File: config.mk
export PLATFORM = sky130hd
export DESIGN_NAME = box_overlay
export DESIGN_NICKNAME = d
export VERILOG_FILES = /design/src/rtl/box_overlay_pkg.sv /design/src/rtl/box_overlay_hit.sv /design/src/rtl/box_overlay.sv
export SDC_FILE = /design/constraint.sdc
export NUM_CORES = 1
export LEC_CHECK = 0
export BUFFER_PORTS_ARGS = -buffer_cell sky130_fd_sc_hd__buf_4
export CORE_MARGIN = 1.5
export CORE_UTILIZATION = 35
export DETAILED_ROUTE_END_ITERATION = 7
export PLACE_DENSITY_LB_ADDON = 0.15
export SLEW_MARGIN = 5
export SYNTH_ARGS = -nofsm -noshare
export SYNTH_HDL_FRONTEND = slang
export SYNTH_HIERARCHICAL = 1
export SYNTH_SLANG_ARGS = --single-unit
File: constraint.sdc
create_clock -name clk -period 5.1 [get_ports clk]
set_input_delay 0 -clock clk [delete_from_list [all_inputs] [get_ports clk]]
set_output_delay 0 -clock clk [all_outputs]
set_load 0.03 [all_outputs]
File: src/rtl/box_overlay_pkg.sv
// Shared video parameters for the box overlay: pixel width, box colour table
// and the commit state encoding.
package box_overlay_pkg;

  localparam int PIX_W = 24;

  localparam logic [PIX_W-1:0] BOX_COLOR [8] = '{
    24'hFF0000, 24'h00FF00, 24'h0000FF, 24'hFFFF00,
    24'hFFFFFF, 24'hFFFFFF, 24'hFFFFFF, 24'hFFFFFF
  };

  typedef enum logic {
    ST_IDLE  = 1'b0,
    ST_ARMED = 1'b1
  } commit_state_t;

endpackage

File: src/rtl/box_overlay_hit.sv
// Combinational border test of one box against the current pixel.
// Arithmetic is widened by 4 bits so bound + LINE_W can never wrap.
module box_hit #(
  parameter int X_BITS = 12,
  parameter int Y_BITS = 12,
  parameter int LINE_W = 2
) (
  input  logic              i_en,
  input  logic [X_BITS-1:0] i_x0,
  input  logic [X_BITS-1:0] i_x1,
  input  logic [Y_BITS-1:0] i_y0,
  input  logic [Y_BITS-1:0] i_y1,
  input  logic [X_BITS-1:0] i_x,
  input  logic [Y_BITS-1:0] i_y,
  output logic              o_hit
);
  localparam int XW = X_BITS + 4;
  localparam int YW = Y_BITS + 4;
  localparam logic [XW-1:0] LW_X = XW'(LINE_W);
  localparam logic [YW-1:0] LW_Y = YW'(LINE_W);

  logic [XW-1:0] w_x, w_x0, w_x1;
  logic [YW-1:0] w_y, w_y0, w_y1;
  logic          w_valid, w_inside, w_edge;

  assign w_x  = XW'(i_x);
  assign w_x0 = XW'(i_x0);
  assign w_x1 = XW'(i_x1);
  assign w_y  = YW'(i_y);
  assign w_y0 = YW'(i_y0);
  assign w_y1 = YW'(i_y1);

  assign w_valid  = i_en && (w_x0 <= w_x1) && (w_y0 <= w_y1);
  assign w_inside = (w_x >= w_x0) && (w_x <= w_x1) && (w_y >= w_y0) && (w_y <= w_y1);
  // Boxes thinner than two borders fall through to solid fill here.
  assign w_edge   = (w_x < w_x0 + LW_X) || (w_x + LW_X > w_x1) ||
                    (w_y < w_y0 + LW_Y) || (w_y + LW_Y > w_y1);

  assign o_hit = w_valid && w_inside && w_edge;

endmodule

File: src/rtl/box_overlay.sv
// Draws up to NBOX rectangle borders over an RGB888 stream. Box registers are
// double-buffered; a commit is applied at the next rising edge of vs_in.
module box_overlay
  import box_overlay_pkg::*;
#(
  parameter int X_BITS = 12,
  parameter int Y_BITS = 12,
  parameter int NBOX   = 4,
  parameter int LINE_W = 2
) (
  input  logic              clk,
  input  logic              rstn,
  input  logic              vs_in,
  input  logic              hs_in,
  input  logic              de_in,
  input  logic [X_BITS-1:0] x_act,
  input  logic [Y_BITS-1:0] y_act,
  input  logic [PIX_W-1:0]  pix_in,
  input  logic              wr_valid,
  output logic              wr_ready,
  input  logic [2:0]        wr_idx,
  input  logic              wr_en,
  input  logic [X_BITS-1:0] wr_x0,
  input  logic [X_BITS-1:0] wr_x1,
  input  logic [Y_BITS-1:0] wr_y0,
  input  logic [Y_BITS-1:0] wr_y1,
  input  logic              commit,
  output logic              vs_out,
  output logic              hs_out,
  output logic              de_out,
  output logic [PIX_W-1:0]  pix_out,
  output logic              pending
);
  commit_state_t     r_state, w_state_nxt;
  logic              r_vs_prev, w_vs_rise, w_copy, w_wr;

  logic              r_wen [NBOX];
  logic              r_sen [NBOX];
  logic [X_BITS-1:0] r_wx0 [NBOX], r_wx1 [NBOX], r_sx0 [NBOX], r_sx1 [NBOX];
  logic [Y_BITS-1:0] r_wy0 [NBOX], r_wy1 [NBOX], r_sy0 [NBOX], r_sy1 [NBOX];

  logic [NBOX-1:0]   w_hit, r_hit1;
  logic              r_vs1, r_hs1, r_de1;
  logic [PIX_W-1:0]  r_pix1, w_pix_sel;

  assign w_vs_rise = vs_in & ~r_vs_prev;
  assign wr_ready  = rstn & ~w_copy;
  assign w_wr      = wr_valid & wr_ready;
  assign pending   = (r_state == ST_ARMED);

  always_ff @(posedge clk) begin
    if (!rstn) r_state <= ST_IDLE;
    else       r_state <= w_state_nxt;
  end

  // A commit landing on the vs edge only arms; the copy waits a frame.
  always_comb begin
    w_state_nxt = r_state;
    w_copy      = 1'b0;
    case (r_state)
      ST_IDLE:  if (commit) w_state_nxt = ST_ARMED;
      ST_ARMED: if (w_vs_rise) begin
        w_state_nxt = ST_IDLE;
        w_copy      = 1'b1;
      end
      default:  w_state_nxt = ST_IDLE;
    endcase
  end

  always_ff @(posedge clk) begin
    if (!rstn) begin
      r_vs_prev <= 1'b0;
      for (int i = 0; i < NBOX; i++) begin
        r_wen[i] <= 1'b0; r_wx0[i] <= '0; r_wx1[i] <= '0; r_wy0[i] <= '0; r_wy1[i] <= '0;
        r_sen[i] <= 1'b0; r_sx0[i] <= '0; r_sx1[i] <= '0; r_sy0[i] <= '0; r_sy1[i] <= '0;
      end
    end else begin
      r_vs_prev <= vs_in;
      for (int i = 0; i < NBOX; i++) begin
        if (w_wr && (wr_idx == 3'(i))) begin
          r_wen[i] <= wr_en;
          r_wx0[i] <= wr_x0;
          r_wx1[i] <= wr_x1;
          r_wy0[i] <= wr_y0;
          r_wy1[i] <= wr_y1;
        end
        if (w_copy) begin
          r_sen[i] <= r_wen[i];
          r_sx0[i] <= r_wx0[i];
          r_sx1[i] <= r_wx1[i];
          r_sy0[i] <= r_wy0[i];
          r_sy1[i] <= r_wy1[i];
        end
      end
    end
  end

  for (genvar g = 0; g < NBOX; g++) begin : g_box
    box_hit #(.X_BITS(X_BITS), .Y_BITS(Y_BITS), .LINE_W(LINE_W)) u_hit (
      .i_en (r_sen[g]),
      .i_x0 (r_sx0[g]),
      .i_x1 (r_sx1[g]),
      .i_y0 (r_sy0[g]),
      .i_y1 (r_sy1[g]),
      .i_x  (x_act),
      .i_y  (y_act),
      .o_hit(w_hit[g])
    );
  end

  // Walk downward so the lowest hitting index wins.
  always_comb begin
    w_pix_sel = r_pix1;
    for (int i = NBOX - 1; i >= 0; i--) begin
      if (r_hit1[i]) w_pix_sel = BOX_COLOR[3'(i)];
    end
  end

  always_ff @(posedge clk) begin
    if (!rstn) begin
      r_hit1  <= '0;
      r_vs1   <= 1'b0;
      r_hs1   <= 1'b0;
      r_de1   <= 1'b0;
      r_pix1  <= '0;
      vs_out  <= 1'b0;
      hs_out  <= 1'b0;
      de_out  <= 1'b0;
      pix_out <= '0;
    end else begin
      r_hit1  <= w_hit;
      r_vs1   <= vs_in;
      r_hs1   <= hs_in;
      r_de1   <= de_in;
      r_pix1  <= pix_in;
      vs_out  <= r_vs1;
      hs_out  <= r_hs1;
      de_out  <= r_de1;
      pix_out <= r_de1 ? w_pix_sel : '0;
    end
  end

endmodule

Word level (Yosys, flattened, before mapping)
Memories as Yosys holds them, arrays and structs flattened.
Cells that the tools add are included.
Widths: inputs -> output; s select.
{ "word_totals": {"output_inout_bits": 29, "memories": 10, "ram_bits": 392, "reg_bits": 59, "input_bits": 107} }
{ "memory_table": {"columns": ["memory", "depth", "width", "rd", "rd_ports_with_merged_regs", "wr", "line", "source"], "rows": [
  ["r_sx0", 4, 12, 4, 0, 4, "box_overlay.sv:39", "logic [X_BITS-1:0] r_wx0 [NBOX], r_wx1 [NBOX], r_sx0 [NBOX], r_sx1 [NBOX];"],
  ["r_sx1", 4, 12, 4, 0, 4, "box_overlay.sv:39", null],
  ["r_sy0", 4, 12, 4, 0, 4, "box_overlay.sv:40", "logic [Y_BITS-1:0] r_wy0 [NBOX], r_wy1 [NBOX], r_sy0 [NBOX], r_sy1 [NBOX];"],
  ["r_sy1", 4, 12, 4, 0, 4, "box_overlay.sv:40", null],
  ["r_wx0", 4, 12, 4, 0, 4, "box_overlay.sv:39", null],
  ["r_wx1", 4, 12, 4, 0, 4, "box_overlay.sv:39", null],
  ["4 more memories", null, null, null, null, null, null, null]
]} }
{ "classes": {"order_cmp": 40, "bitwise_logic": 48, "eq_ne": 3, "add_sub_neg": 10, "reduce_logical": 48, "mux": 65} }
{ "op_table": {"columns": ["op", "count"], "rows": [
  ["$mux 12", 32],
  ["$le 12x12->1", 16],
  ["$add 12x2->13 const B", 10],
  ["$gt 16x12->1", 8],
  ["$lt 12x16->1", 8],
  ["$ge 12x12->1", 8],
  ["$mux 24", 4],
  ["$or 1x1->1", 40],
  ["$logic_and 1x1->1", 32],
  ["$mux 1", 28],
  ["$logic_or 1x1->1", 12],
  ["$eq 3x2->1 const B", 2],
  ["$not 1->1", 5],
  ["$reduce_or 4->1", 1],
  ["$and 1x1->1", 3],
  ["$eq 3x1->1 const B", 1],
  ["$logic_not 3->1", 1],
  ["$reduce_or 3->1", 1],
  ["$pmux 1 s2", 1],
  ["$reduce_and 2->1", 1]
]} }

Logic depth before layout (Yosys ltp)
{ "depth": {"word_depth": 12, "depth_mapped": 14} }

Modules after synthesis
The synthesis kept the hierarchy.
{ "modules_own_cells": {"columns": ["module", "instances", "cells_per_inst", "area_per_inst_um2"], "rows": [
  ["box_overlay", 1, 1033, 16442.0],
  ["box_hit at g_box[3].u_hit", 1, 428, 3343.2],
  ["box_hit at g_box[1].u_hit", 1, 425, 3340.7],
  ["box_hit at g_box[0].u_hit", 1, 437, 3321.9],
  ["box_hit at g_box[2].u_hit", 1, 439, 3289.4]
]} }

Worst setup path before layout
No wires, ideal clock.
{ "synth_timing": {"kind": "register -> output", "from": "register r_state, in the netlist pending", "to": "output wr_ready", "arrival_time_ns": 5.955, "t_required_ns": 5.100, "path_stages_with_launch": 4, "setup_slack_ns": -0.855, "path_buffers": 0, "path_cell_list": "dfxtp_1 -> nand3b_4 -> nand2_1 -> inv_1"} }
{ "synth_between": {"elab_chain_len": 3} }
{ "synth_lines": {"columns": ["item", "line", "source"], "rows": [
  ["from (decl)", "box_overlay.sv:34", "commit_state_t r_state, w_state_nxt;"],
  ["from (signal assigned)", "box_overlay.sv:53", "else r_state <= w_state_nxt;"],
  ["$mux 1", "box_overlay.sv:60", "case (r_state)"],
  ["$not 1->1", "box_overlay.sv:47", "assign wr_ready = rstn & ~w_copy;"],
  ["$and 1x1->1", "box_overlay.sv:47", null],
  ["to (decl)", "box_overlay.sv:20", "output logic wr_ready,"]
]} }
Every way passes these cells.

==> flow_summary.ini <==
[place]
place_congestion = 0.895
dpl.hpwl_um = 63600
dp.cells = 3971
portBuffers = 135

[grt]
antenna_found_initial = 5
grt_max_degree = 139
met1_usage_pct = 28.9
use_met2_pct = 33.5
grt_pass1_wl_um = 136000
grtUsageMet3_pct = 2.90
grt_use_total_pct = 20.7
grt_pass1_vias = 22300
grt_overflow = 0
busiest_layer = met2

[layout]
mostFrequentLayoutCell = ha_1
layout_common_cells = ha_1 (480), edfxtp_1 (392), and2_1 (230)
nets = 3586
area_delta_synth_final_pct = 16.8
drive_above_1_share_pct = 9.23
fin_cells = 4181
finish.utilization_pct = 41.4

[cts]
clockRootBuffer = clkbuf_16
numCtsBuffers = 53
cts.sinks = 451
cts-resized-gates = 0
clk_pin_slew_ps = 60
cts_tree = yes
insertion_delay_ps = 620
htreeDepth = 2
cts_max_path_buffers = 3
post-cts-setup-buffers = 0

[worst_setup_path]
cp_data_arrival_time_ps = 3710
path_cells = ha_1 -> and3_1 -> nand3_1 -> xnor2_1 -> ha_1 -> nand2_1 -> o21ai_0 -> a41oi_1 -> or4_1 -> nor4_2 -> nor4_2 -> and2_1
reg2regPathDepth = 12
crit_path_top_delay_cell = or4_1
endpoint = r_hit1[3]
worstReg2RegStart = r_sx0[0][37]
worstSetupEndpointType = flip-flop
critPathLaunch = r_sx0[0][37]
cp_data_required_time_ps = 5610
critPathLaunchType = flip-flop
critPathMaxFanout = 6
critPathMaxStageDelay_ps = 500
r2r_slack_ps = 1900
r2r_end = r_hit1[3]
path_class = reg -> reg

[status]
status = complete, no violations

[power]
leakagePower_nw = 15.1
p_total_mw = 9.64
power_density_mw_per_mm2 = 277
vdd_drop_max_uv = 199

[detailed_routing]
drtIter0Drc = 1710
drc = 0
first_pass_iters = 5
postRouteAntennaNets = 0
vias = 22100
vias_per_cell = 5.29
finalWirelength_um = 89900
wire_per_inst_um = 21.5

[floorplan]
fp.dieH_um = 294
start_util_pct = 35.5
coreArea_mm2 = 0.0838
die_area_mm2 = 0.0867
rows = 106
io_pins = 136
die_w_um = 294

[sta]
rsz0062_at_grt = no
finalCritPeriodShare_pct = 62.7
max_freq_ghz = 0.313
slew_headroom_pct = 20.3
hold_viol = 0
finalSetupTns_ps = 0
finalSetupViolCount = 0
period_needed_ps = 3200
slew_violations = 0
skew_ps = 35.4
worst_pin_slew_ps = 1190

[synth]
synth-edff-count = 392
ys_ff_latch = 451
synth-main-ff-cell = edfxtp_1
avgSynthCellArea_um2 = 10.8
synth_cell_type_count = 83
syn_inst = 2762
synthArstFlopShare_pct = 0
netlist_area_mm2 = 0.0297
synth_nets = 3349
ys_seq_area_share_pct = 43.6
ys.warnings.count = 6

[hold_path]
hp-class = in -> reg

[job]
maxCapViolations = 0
[cell type report]
class                           count  area, µm²
Antenna cell                        4       10.0
Tap cell                         1134       1420
Inverter                          231        867
Fill cell                        8026      49100
Sequential cell                   451      13000
Timing Repair Buffer              256       2210
Clock inverter                     20        155
Clock buffer                       79       1520
Multi-Input combinational cell   2006      15600
[critical path: cells and delay by family, from the launching register on]
kind	cells	cell delay [ps]
and+or+nand+nor	7	1380
xor gates and xnor gates	1	160
DFF	1	460
AOI/OAI and AO/OA	2	520
adders and majority gates	2	580
[worst min path at each step]
stage	slack [ps]	cells past startpoint	to	startpoint
global placement	210	2	r_hs1	hs_in
detailed placement	210	2	r_pix1[5]	pix_in[5]
global route	150	4	pending	commit
CTS	130	4	pending	commit
finish	170	4	pending	commit
floorplan	120	2	pending	commit
[power by group]
part | internal (mW) | switching (mW)
sequential | 4.21 | 0.107
clock | 2.08 | 1.60
combinational | 0.638 | 1.01
[per-layer routing]
metal	share of wire [%]	wire (µm)	up-vias
li1	-	-	10700
met1	47	42500	10800
met2	45	40700	557
met3	5.4	4840	126
met4	2.0	1810	0
met5	0	0	-
[sequential cells by signal (all words and copies together), names as in the netlist]
signal and count:
r_pix1 24, r_hit1 4, r_wx1 48, r_sy1 48
r_sx1 48, r_sen 4, pix_out 24, r_sy0 48
r_wy1 48, r_hs1 1, r_wx0 48, vs_out 1
de_out 1, r_sx0 48, r_wy0 48, hs_out 1
r_vs1 1, pending 1, r_de1 1, r_wen 4
[repair_timing]
action | in CTS | in global routing
hold buffers | 107 | 0
setup endpoints to repair | 0 | 0
hold endpoints to repair | 247 | 0
[through the flow]
step | cell area, µm² | setup slack, ps | hold slack, ps
2_1_floorplan | 29700 | 197 | 116
5_1_grt | 34700 | 1630 | 153
4_1_cts | 34700 | 1930 | 131
6_report | 34700 | 1900 | 171
3_3_place_gp | 32000 | 2060 | 207
3_5_place_dp | 32000 | 1950 | 213
[cells in the mapped netlist, drive strengths merged, types with 3 or more instances]
master     n  area [µm²]
a21o      59         444
a21oi    176         888
nor2b     20         125
a21boi     3        22.5
ha       480        6010
and4      15         136
dfxtp     59        1180
o31ai      7        52.6
o41ai      3        26.3
and3     217        1370
nand4     79         522
nand2b     8        50.1
nor4      14         143
nor3      39         205
and2     231        1450
xnor2    117        1020
o21a      12        90.1
a2111oi   10         106
a211oi    21         163
o21ai     62         314
nand4b     6        52.6
or2        3        18.8
nand2     92         345
o2111ai   10        87.6
inv      230         863
buf       19         201
a31oi      9        62.6
edfxtp   392       11800
a211o      3        26.3
nand3    116         581
xor2      27         236
o21bai     6        45.0
o22ai      3        18.8
a311oi     3        26.3
o221ai     3        26.3
or3        5        31.3
a41oi      4        35.0
clkbuf    55         206
o211ai    21         158
nor2      97         374
[kinds of logic (layout without fill, tap and decap cells)]
group | count (synthesis) | after routing | synth area share (%)
buffers and inverters | 305 | 586 | 4.29
DFF | 451 | 451 | 43.6
adders and majority gates | 480 | 480 | 20.2
AOI/OAI and AO/OA | 433 | 433 | 9.33
and+or+nand+nor | 949 | 949 | 18.4
xor gates and xnor gates | 144 | 144 | 4.24
other | 0 | 4 | 0
No activity file was read; power rests on OpenSTA's default activity.
